<file path="config.mk">
export PLATFORM = sky130hd
export DESIGN_NAME = led_pattern_ctrl
export DESIGN_NICKNAME = d
export VERILOG_FILES = /design/src/rtl/led_pattern_ctrl.sv
export SDC_FILE = /design/constraint.sdc
export NUM_CORES = 1
export LEC_CHECK = 0
export ABC_AREA = 1
export BUFFER_PORTS_ARGS = -buffer_cell sky130_fd_sc_hd__clkbuf_2
export CORE_MARGIN = 5
export CORE_UTILIZATION = 53
export DETAILED_ROUTE_END_ITERATION = 8
export GPL_TIMING_DRIVEN = 0
export PLACE_DENSITY = 0.69
export SKIP_LAST_GASP = 1
export SLEW_MARGIN = 20
export SYNTH_ARGS = -nofsm -noshare
export SYNTH_HDL_FRONTEND = slang
export SYNTH_SLANG_ARGS = --single-unit
</file>
<file path="constraint.sdc">
create_clock -name i_Clk -period 1.9 [get_ports i_Clk]
set_input_delay 0.19 -clock i_Clk [delete_from_list [all_inputs] [get_ports i_Clk]]
set_output_delay 0.19 -clock i_Clk [all_outputs]
set_load 0.01 [all_outputs]
</file>
<file path="src/rtl/led_pattern_ctrl.sv">
`default_nettype none
// ============================================================================
// Module   : led_pattern_ctrl
// Brief    : Debounced 4-switch front end driving a 4-LED mode/pattern FSM.
// Revision : 1.0 - initial release
// ============================================================================
module led_pattern_ctrl #(
   parameter int DEBOUNCE_LIMIT = 250000,
   parameter int TICK_SLOW      = 12500000,
   parameter int TICK_FAST      = 3125000
) (
   input  logic       i_Clk,
   input  logic       i_Rst_L,
   input  logic       i_Switch_1,
   input  logic       i_Switch_2,
   input  logic       i_Switch_3,
   input  logic       i_Switch_4,
   output logic       o_LED_1,
   output logic       o_LED_2,
   output logic       o_LED_3,
   output logic       o_LED_4,
   output logic [1:0] o_Mode
);

   typedef enum logic [1:0] {
      S_IDLE  = 2'b00,
      S_CHASE = 2'b01,
      S_BLINK = 2'b10,
      S_COUNT = 2'b11
   } state_t;

   localparam int c_db_w     = $clog2(DEBOUNCE_LIMIT + 1);
   localparam int c_tick_max = (TICK_SLOW > TICK_FAST) ? TICK_SLOW : TICK_FAST;
   localparam int c_tick_w   = $clog2(c_tick_max);

   localparam logic [c_db_w-1:0]   c_db_last   = c_db_w'(DEBOUNCE_LIMIT - 1);
   localparam logic [c_tick_w-1:0] c_slow_last = c_tick_w'(TICK_SLOW - 1);
   localparam logic [c_tick_w-1:0] c_fast_last = c_tick_w'(TICK_FAST - 1);

   logic [3:0]          w_sw_raw;
   logic [3:0]          r_sync1;
   logic [3:0]          r_sync2;
   logic [3:0]          w_stable;
   logic [3:0]          r_stable_q;
   logic [3:0]          w_press;
   logic                w_any_press;

   state_t              r_mode;
   logic [3:0]          r_pattern;
   logic                r_speed;
   logic                r_pause;
   logic [c_tick_w-1:0] r_tick_cnt;
   logic [c_tick_w-1:0] w_tick_last;
   logic                w_active;
   logic                w_tick;

   assign w_sw_raw = {i_Switch_4, i_Switch_3, i_Switch_2, i_Switch_1};

   always_ff @(posedge i_Clk or negedge i_Rst_L) begin
      if (!i_Rst_L) begin
         r_sync1    <= '0;
         r_sync2    <= '0;
         r_stable_q <= '0;
      end else begin
         r_sync1    <= w_sw_raw;
         r_sync2    <= r_sync1;
         r_stable_q <= w_stable;
      end
   end

   generate
      for (genvar gi = 0; gi < 4; gi++) begin : g_debounce
         logic [c_db_w-1:0] r_db_cnt;
         logic              r_stable;

         always_ff @(posedge i_Clk or negedge i_Rst_L) begin
            if (!i_Rst_L) begin
               r_db_cnt <= '0;
               r_stable <= 1'b0;
            end else if (r_sync2[gi] == r_stable) begin
               r_db_cnt <= '0;
            end else if (r_db_cnt == c_db_last) begin
               r_db_cnt <= '0;
               r_stable <= ~r_stable;
            end else begin
               r_db_cnt <= r_db_cnt + c_db_w'(1);
            end
         end

         assign w_stable[gi] = r_stable;
      end
   endgenerate

   // Only rising edges of the debounced level are events; releases are silent.
   assign w_press     = w_stable & ~r_stable_q;
   assign w_any_press = |w_press;

   assign w_tick_last = r_speed ? c_fast_last : c_slow_last;
   assign w_active    = (r_mode != S_IDLE) && !r_pause;
   // A press restarts the step interval, so it also swallows a coincident tick.
   assign w_tick      = w_active && !w_any_press && (r_tick_cnt == w_tick_last);

   always_ff @(posedge i_Clk or negedge i_Rst_L) begin
      if (!i_Rst_L) begin
         r_tick_cnt <= '0;
      end else if (w_any_press) begin
         r_tick_cnt <= '0;
      end else if (w_active) begin
         if (r_tick_cnt == w_tick_last) begin
            r_tick_cnt <= '0;
         end else begin
            r_tick_cnt <= r_tick_cnt + c_tick_w'(1);
         end
      end
   end

   function automatic logic [3:0] f_step(input state_t mode, input logic [3:0] pat);
      logic [3:0] nxt;
      nxt = 4'b0000;
      case (mode)
         S_CHASE: nxt = {pat[2:0], pat[3]};
         S_BLINK: nxt = ~pat;
         S_COUNT: nxt = pat + 4'd1;
         default: nxt = 4'b0000;
      endcase
      return nxt;
   endfunction

   always_ff @(posedge i_Clk or negedge i_Rst_L) begin
      if (!i_Rst_L) begin
         r_mode    <= S_IDLE;
         r_pattern <= 4'b0000;
         r_speed   <= 1'b0;
         r_pause   <= 1'b0;
      end else if (w_press[3]) begin
         r_mode    <= S_IDLE;
         r_pattern <= 4'b0000;
         r_speed   <= 1'b0;
         r_pause   <= 1'b0;
      end else if (w_press[0]) begin
         r_pause <= 1'b0;
         if (w_press[1]) begin
            r_speed <= ~r_speed;
         end
         case (r_mode)
            S_IDLE: begin
               r_mode    <= S_CHASE;
               r_pattern <= 4'b0001;
            end
            S_CHASE: begin
               r_mode    <= S_BLINK;
               r_pattern <= 4'b1111;
            end
            S_BLINK: begin
               r_mode    <= S_COUNT;
               r_pattern <= 4'b0000;
            end
            default: begin
               r_mode    <= S_IDLE;
               r_pattern <= 4'b0000;
            end
         endcase
      end else begin
         if (w_press[2] && (r_mode != S_IDLE)) begin
            r_pause <= ~r_pause;
         end
         if (w_press[1]) begin
            r_speed <= ~r_speed;
         end
         if (w_tick) begin
            r_pattern <= f_step(r_mode, r_pattern);
         end
      end
   end

   assign o_LED_1 = r_pattern[0];
   assign o_LED_2 = r_pattern[1];
   assign o_LED_3 = r_pattern[2];
   assign o_LED_4 = r_pattern[3];
   assign o_Mode  = r_mode;

endmodule
`default_nettype wire

</file>
======== Yosys cells after proc, flatten, opt, wreduce, memory -nomap -nowiden ========
Cells that the tools add are included.
word-level totals
  input bits .............................. 6
  output and inout bits ................... 6
  bits in registers ....................... 120
operators by class
  $add $sub $neg .......................... 6
  bitwise logic cells ..................... 13
  reduce and logical (&&, ||, !) cells .... 18
  mux-type cells .......................... 25
  eq/ne operators ......................... 12
operators with widths
  kind                                                  count
  2-to-1 mux 18 bit                                     8
  2-to-1 mux 24 bit                                     4
  adder 18 x 1 -> 18 bit (second input constant)        4
  equality test 18 bit (second input constant)          4
  adder 24 x 1 -> 24 bit (second input constant)        1
  equality test 24 bit                                  1
  2-to-1 mux 4 bit                                      3
  case mux 4 bit (3 select lines)                       1
  inverter 1 bit                                        10
  inverter 4 bit                                        2
  case mux 4 bit (2 select lines)                       1
  AND reduction 2 bit                                   4
  nonzero test 2 bit                                    4
  case mux 2 bit (3 select lines)                       1
  nonzero test 3 bit                                    2
  2-to-1 mux 1 bit                                      5
  adder 4 x 1 -> 4 bit (second input constant)          1
  AND 4 bit                                             1
  equality test 1 bit                                   4
  equality test 2 bit (second input constant)           2
  logical AND 1 bit                                     4
  2-to-1 mux 2 bit                                      2
  OR reduction 4 bit                                    1
  equality test 2 x 1 -> 1 bit (second input constant)  1
  other kinds (2)                                       3

======== Depth between registers and ports, before layout ========
  depth after elaboration ................. 9
  depth in mapped cells ................... 10

======== Worst setup path after synthesis ========
Ideal clock, no wire load.
  path type ............................... register to register
  start point ............................. reg r_mode[0] (netlist: o_Mode[0])
  end point ............................... reg r_pattern[3]
  clock period less this slack ............ 1.654 ns
  cell stages (with the launch flop) ...... 10
  setup time .............................. 0.065 ns
  slack ................................... 0.246 ns
  arrival time ............................ 1.589 ns
  buffers on the path ..................... 0
  data required time ...................... 1.835 ns
  path through ............................ dfrtp_1 > inv_1 > ha_1 > inv_1 > nand2_1 > nor3_4 > nand4_2 > nand2_2 > nand2_1 > nand2_1
between the ends
  longest elaborated chain between the ends .. 5
  elaborated cells on any way between the ends .. 14
  those cells by class .................... eq/ne (3); mux (5); reduce/logical (6)
RTL lines
  element                                                               RTL line  source
  from (decl)                                                           48        state_t r_mode;
  from (signal assigned)                                                131       r_mode <= S_IDLE;
  from (signal assigned)                                                136       r_mode <= S_IDLE;
  from (signal assigned)                                                147       r_mode <= S_CHASE;
  equality test 2 bit, or another cell as far along                     120       case (mode)
  case mux 4 bit (3 select lines) or logical AND 1 bit (tied branches)  120, 99
  2-to-1 mux 4 bit or logical AND 1 bit (tied branches)                 170, 101
  2-to-1 mux 4 bit or logical AND 1 bit (tied branches)                 140, 101
  2-to-1 mux 4 bit or nonzero test 3 bit (tied branches)                -
  to (signal assigned)                                                  171       r_pattern <= f_step(r_mode, r_pattern);
  to (decl)                                                             49        logic [3:0] r_pattern;
Several ways; a longest one is shown, not always the timed one. The select of a mux whose other input is x is not followed.
A chain may end at the register's enable or synchronous reset.

======== Worst setup path in the final report ========
  start point ............................. reg r_mode[0] (netlist: o_Mode[0])
  end point ............................... reg r_tick_cnt[22]
between the ends
  longest elaborated chain between the ends .. 3
RTL lines
  element                              RTL line  source
  nonzero test 2 bit                   99        assign w_active = (r_mode != S_IDLE) && !r_pause;
  logical AND 1 bit                    99
  nonzero test 2 bit (no source line)  -
  to (signal assigned)                 112       r_tick_cnt <= r_tick_cnt + c_tick_w'(1);
  to (decl)                            52        logic [c_tick_w-1:0] r_tick_cnt;
No other way between the ends.

==> metrics.md <==
| Metric | Value |
|---|---|
| Outcome | `complete, no violations` |
| Synth Instances | `851` |
| Leak pwr | `3.41 nW` |
| Initial antenna violation count | `0` |
| GRT Residual Overflow | `0` |
| Post-CTS Setup Bufs | `0` |
| Final clock skew | `0.00696 ns` |
| Routed wire length | `13.5 mm` |
| Dpl ws | `0.0470 ns` |
| Clock Tree Buf Depth | `2` |
| Async SR Flop Fraction | `1.00` |
| TritonCTS Buffers | `17` |
| Die Span Y | `122 um` |
| Global placer's final weighted congestion | `0.912` |
| Largest net degree at the start of global routing | `68` |
| Final Net Count | `904` |
| Clk_lat worst skew | `0.42 ns` |
| Synth warnings | `0` |
| Layout cells sized above 1 | `0.121` |
| Sequential fraction of the synthesis area | `0.449` |
| Final Util | `0.611` |
| H-tree levels | `4` |
| Placed instance area | `0.00700 mm2` |
| Pwr/cell area | `784 mW/mm2` |
| Max Transition Viols Final | `0` |
| Largest family of logic cells by synthesized area | `simple AND/OR/NAND/NOR gates` |
| Synth cell types | `44` |
| Post-Layout Cell Count | `1071` |
| IO Port Bufs | `11` |
| Hold Vio Cnt, Final | `0` |
| Commonest non-fill, non-tap cells in the layout | `200 x nand2_1, 132 x nor2_1, 118 x dfrtp_1` |
| # diodes | `0` |
| CP required | `2.24 ns` |
| Synthesis-to-layout area growth | `14.2%` |
| Slew headroom | `0.696` |
| Vias in the first global route | `5148` |
| Multiplexer share of the synthesized area | `0` |
| Worst setup EP type | `flop` |
| RSZ-0062 raised after global routing | `false` |
| Netlist Area Pre-Place | `0.00669 mm2` |
| Vias per inst | `5.13` |
| Cell area after layout | `0.00764 mm2` |
| CTS Root Cell | `clkbuf_16` |
| Post-synth EDFFs | `0` |
| Post-Place Cells | `1035` |
| Fmax achieved | `570 MHz` |
| Worst slew pin tran | `0.455 ns` |
| Max Fanout on Critical Path | `10` |
| Final setup viols | `0` |
| First-pass GRT wire length | `23.4 mm` |
| Ports | `12` |
| Fin crit period | `1.75 ns` |
| Critical path launch point type | `flop` |
| Avg Cell Area, Syn | `7.86 um2` |
| Critical Path AT | `2.10 ns` |
| First-iteration detailed-routing DRC count | `381` |
| Starting Density | `0.535` |
| Die extent in x | `122 um` |
| Die area | `0.0150 mm2` |
| MaxCap Viol Count | `0` |
| Synth Net Count | `868` |
| CTS Sinks | `120` |
| Peak supply drop | `0.701 mV` |
| Final worst path period share | `0.923` |
| Post-Synth Adder-Cell Area | `0.0206` |
| Rows | `41` |
| Placed wire-length estimate after detailed placement | `9.58 mm` |
| Vias post-DR | `5492` |
| Post-route DRC | `0` |
| Crit path kind | `reg2reg` |
| DR WL/cell | `12.6 um` |
| CTS tree | `done` |
| Synth Area in Simple Gates | `0.330` |
| Most common cell after layout, fill and taps aside | `nand2_1` |
| Gr usage total | `0.197` |
| Drt first pass iters | `5` |
| Most used flip-flop cell after synthesis | `dfrtp_1` |
| HP Class | `in2async` |
| Setup ws final | `0.147 ns` |
| Synth Area in Compound Gates | `0.0724` |
| Seq cells post-synth | `120` |
| Post-route ant nets | `0` |
| CORE AREA | `0.0125 mm2` |
| Clock transition at the registers of the reported paths | `0.06 ns` |
| XOR/XNOR Fraction of Synth Area | `0.0576` |
## repair_timing
item / 4_1_cts / 5_1_grt
endpoints found under the hold margin: 57 / 0
endpoints found under the setup margin: 0 / 26
hold buffers: 5 / 0
resized for setup: 0 / 3
## final cells by class
type / count / area (um2)
Buffer: 3 / 30.0
Tap cell: 172 / 215
Timing Repair Buffer: 17 / 141
Sequential cell: 120 / 3010
Fill cell: 1098 / 4870
Inverter: 118 / 443
Clock inverter: 12 / 151
Clock buffer: 19 / 443
Multi-Input combinational cell: 610 / 3220
## metal layers
| metal | global-route usage | share of wire | vias to the layer above |
|---|---|---|---|
| met5 | 0 | 0 | - |
| met1 | 0.255 | 0.47 | 2561 |
| met4 | 0.0665 | 0.018 | 0 |
| met3 | 0.0668 | 0.049 | 24 |
| li1 | - | - | 2784 |
| met2 | 0.312 | 0.47 | 123 |
## where the power goes
part	switching [mW]	internal, mW	total (mW)
Sequential	0.0216	2.59	2.61
Clock	1.16	2.08	3.24
Combinational	0.100	0.0429	0.143
## worst max-delay path: stages, from the launching register on
cell and delay (ns):
dfrtp_2 0.40, inv_1 0.08, ha_1 0.23, inv_2 0.11, nand2_1 0.13, nor3_4 0.28
nand2_4 0.15, inv_2 0.15, nand2_1 0.07, o21ai_1 0.07
## path summary, 6_finish.rpt
check                           start             end  slack (ns)  cells past startpoint
min in group i_Clk         r_sync1[3]      r_sync2[3]        0.35                      0
setup reg to reg            o_Mode[0]  r_tick_cnt[22]        0.15                      9
max in group asynchronous     i_Rst_L       o_Mode[1]        0.94                      3
hold reg to reg            r_sync1[3]      r_sync2[3]        0.35                      0
hold / removal                i_Rst_L  r_tick_cnt[19]        0.29                      2
setup / recovery            o_Mode[0]  r_tick_cnt[22]        0.15                      9
## synthesized netlist by cell type (2+ instances only)
cell / n / area, um2
nand2_1: 200 / 751
nor2_1: 132 / 495
dfrtp_1: 120 / 3000
inv_1: 113 / 424
nand3_1: 44 / 220
xor2_1: 41 / 359
nor3_1: 37 / 185
a21oi_1: 21 / 105
o21ai_0: 19 / 95.1
nand4_1: 14 / 87.6
ha_1: 11 / 138
nand2_2: 10 / 62.6
o22ai_2: 8 / 100
nand3_2: 7 / 70.1
nor2_2: 7 / 43.8
nor3_2: 7 / 70.1
o21ai_1: 7 / 35.0
a31oi_1: 5 / 31.3
inv_2: 5 / 18.8
nor2_4: 4 / 45.0
nor3_4: 3 / 48.8
nor3b_1: 3 / 22.5
o21bai_1: 3 / 22.5
or2_1: 3 / 18.8
xnor2_1: 3 / 26.3
a211oi_1: 2 / 15.0
buf_2: 2 / 10.0
nand4_2: 2 / 25.0
nor4_1: 2 / 12.5
o21ai_2: 2 / 17.5
## state kept, by name (all words and copies together), names as in the netlist
name,flops
r_sync2,4
r_tick_cnt,24
r_sync1,4
g_debounce.r_stable,4
r_stable_q,4
r_pattern,4
r_pause,1
r_speed,1
o_Mode,2
g_debounce.r_db_cnt,72
## cells by family after synthesis
group | count (synthesis)
buf+inv | 121
compound gates | 74
xor+xnor | 44
fa+ha+maj | 11
simple gates | 481
flops | 120
## metrics by stage
step,TNS (ns),hold WS (ns),total power [mW]
5_1_grt,0,0.330,6.20
3_3_place_gp,-139.36,0.299,2.78
6_report,0,0.286,5.99
4_1_cts,0,0.297,6.06
2_1_floorplan,0,-0.106,2.71
3_5_place_dp,0,0.180,2.79
No activity file was read; power rests on OpenSTA's default activity.
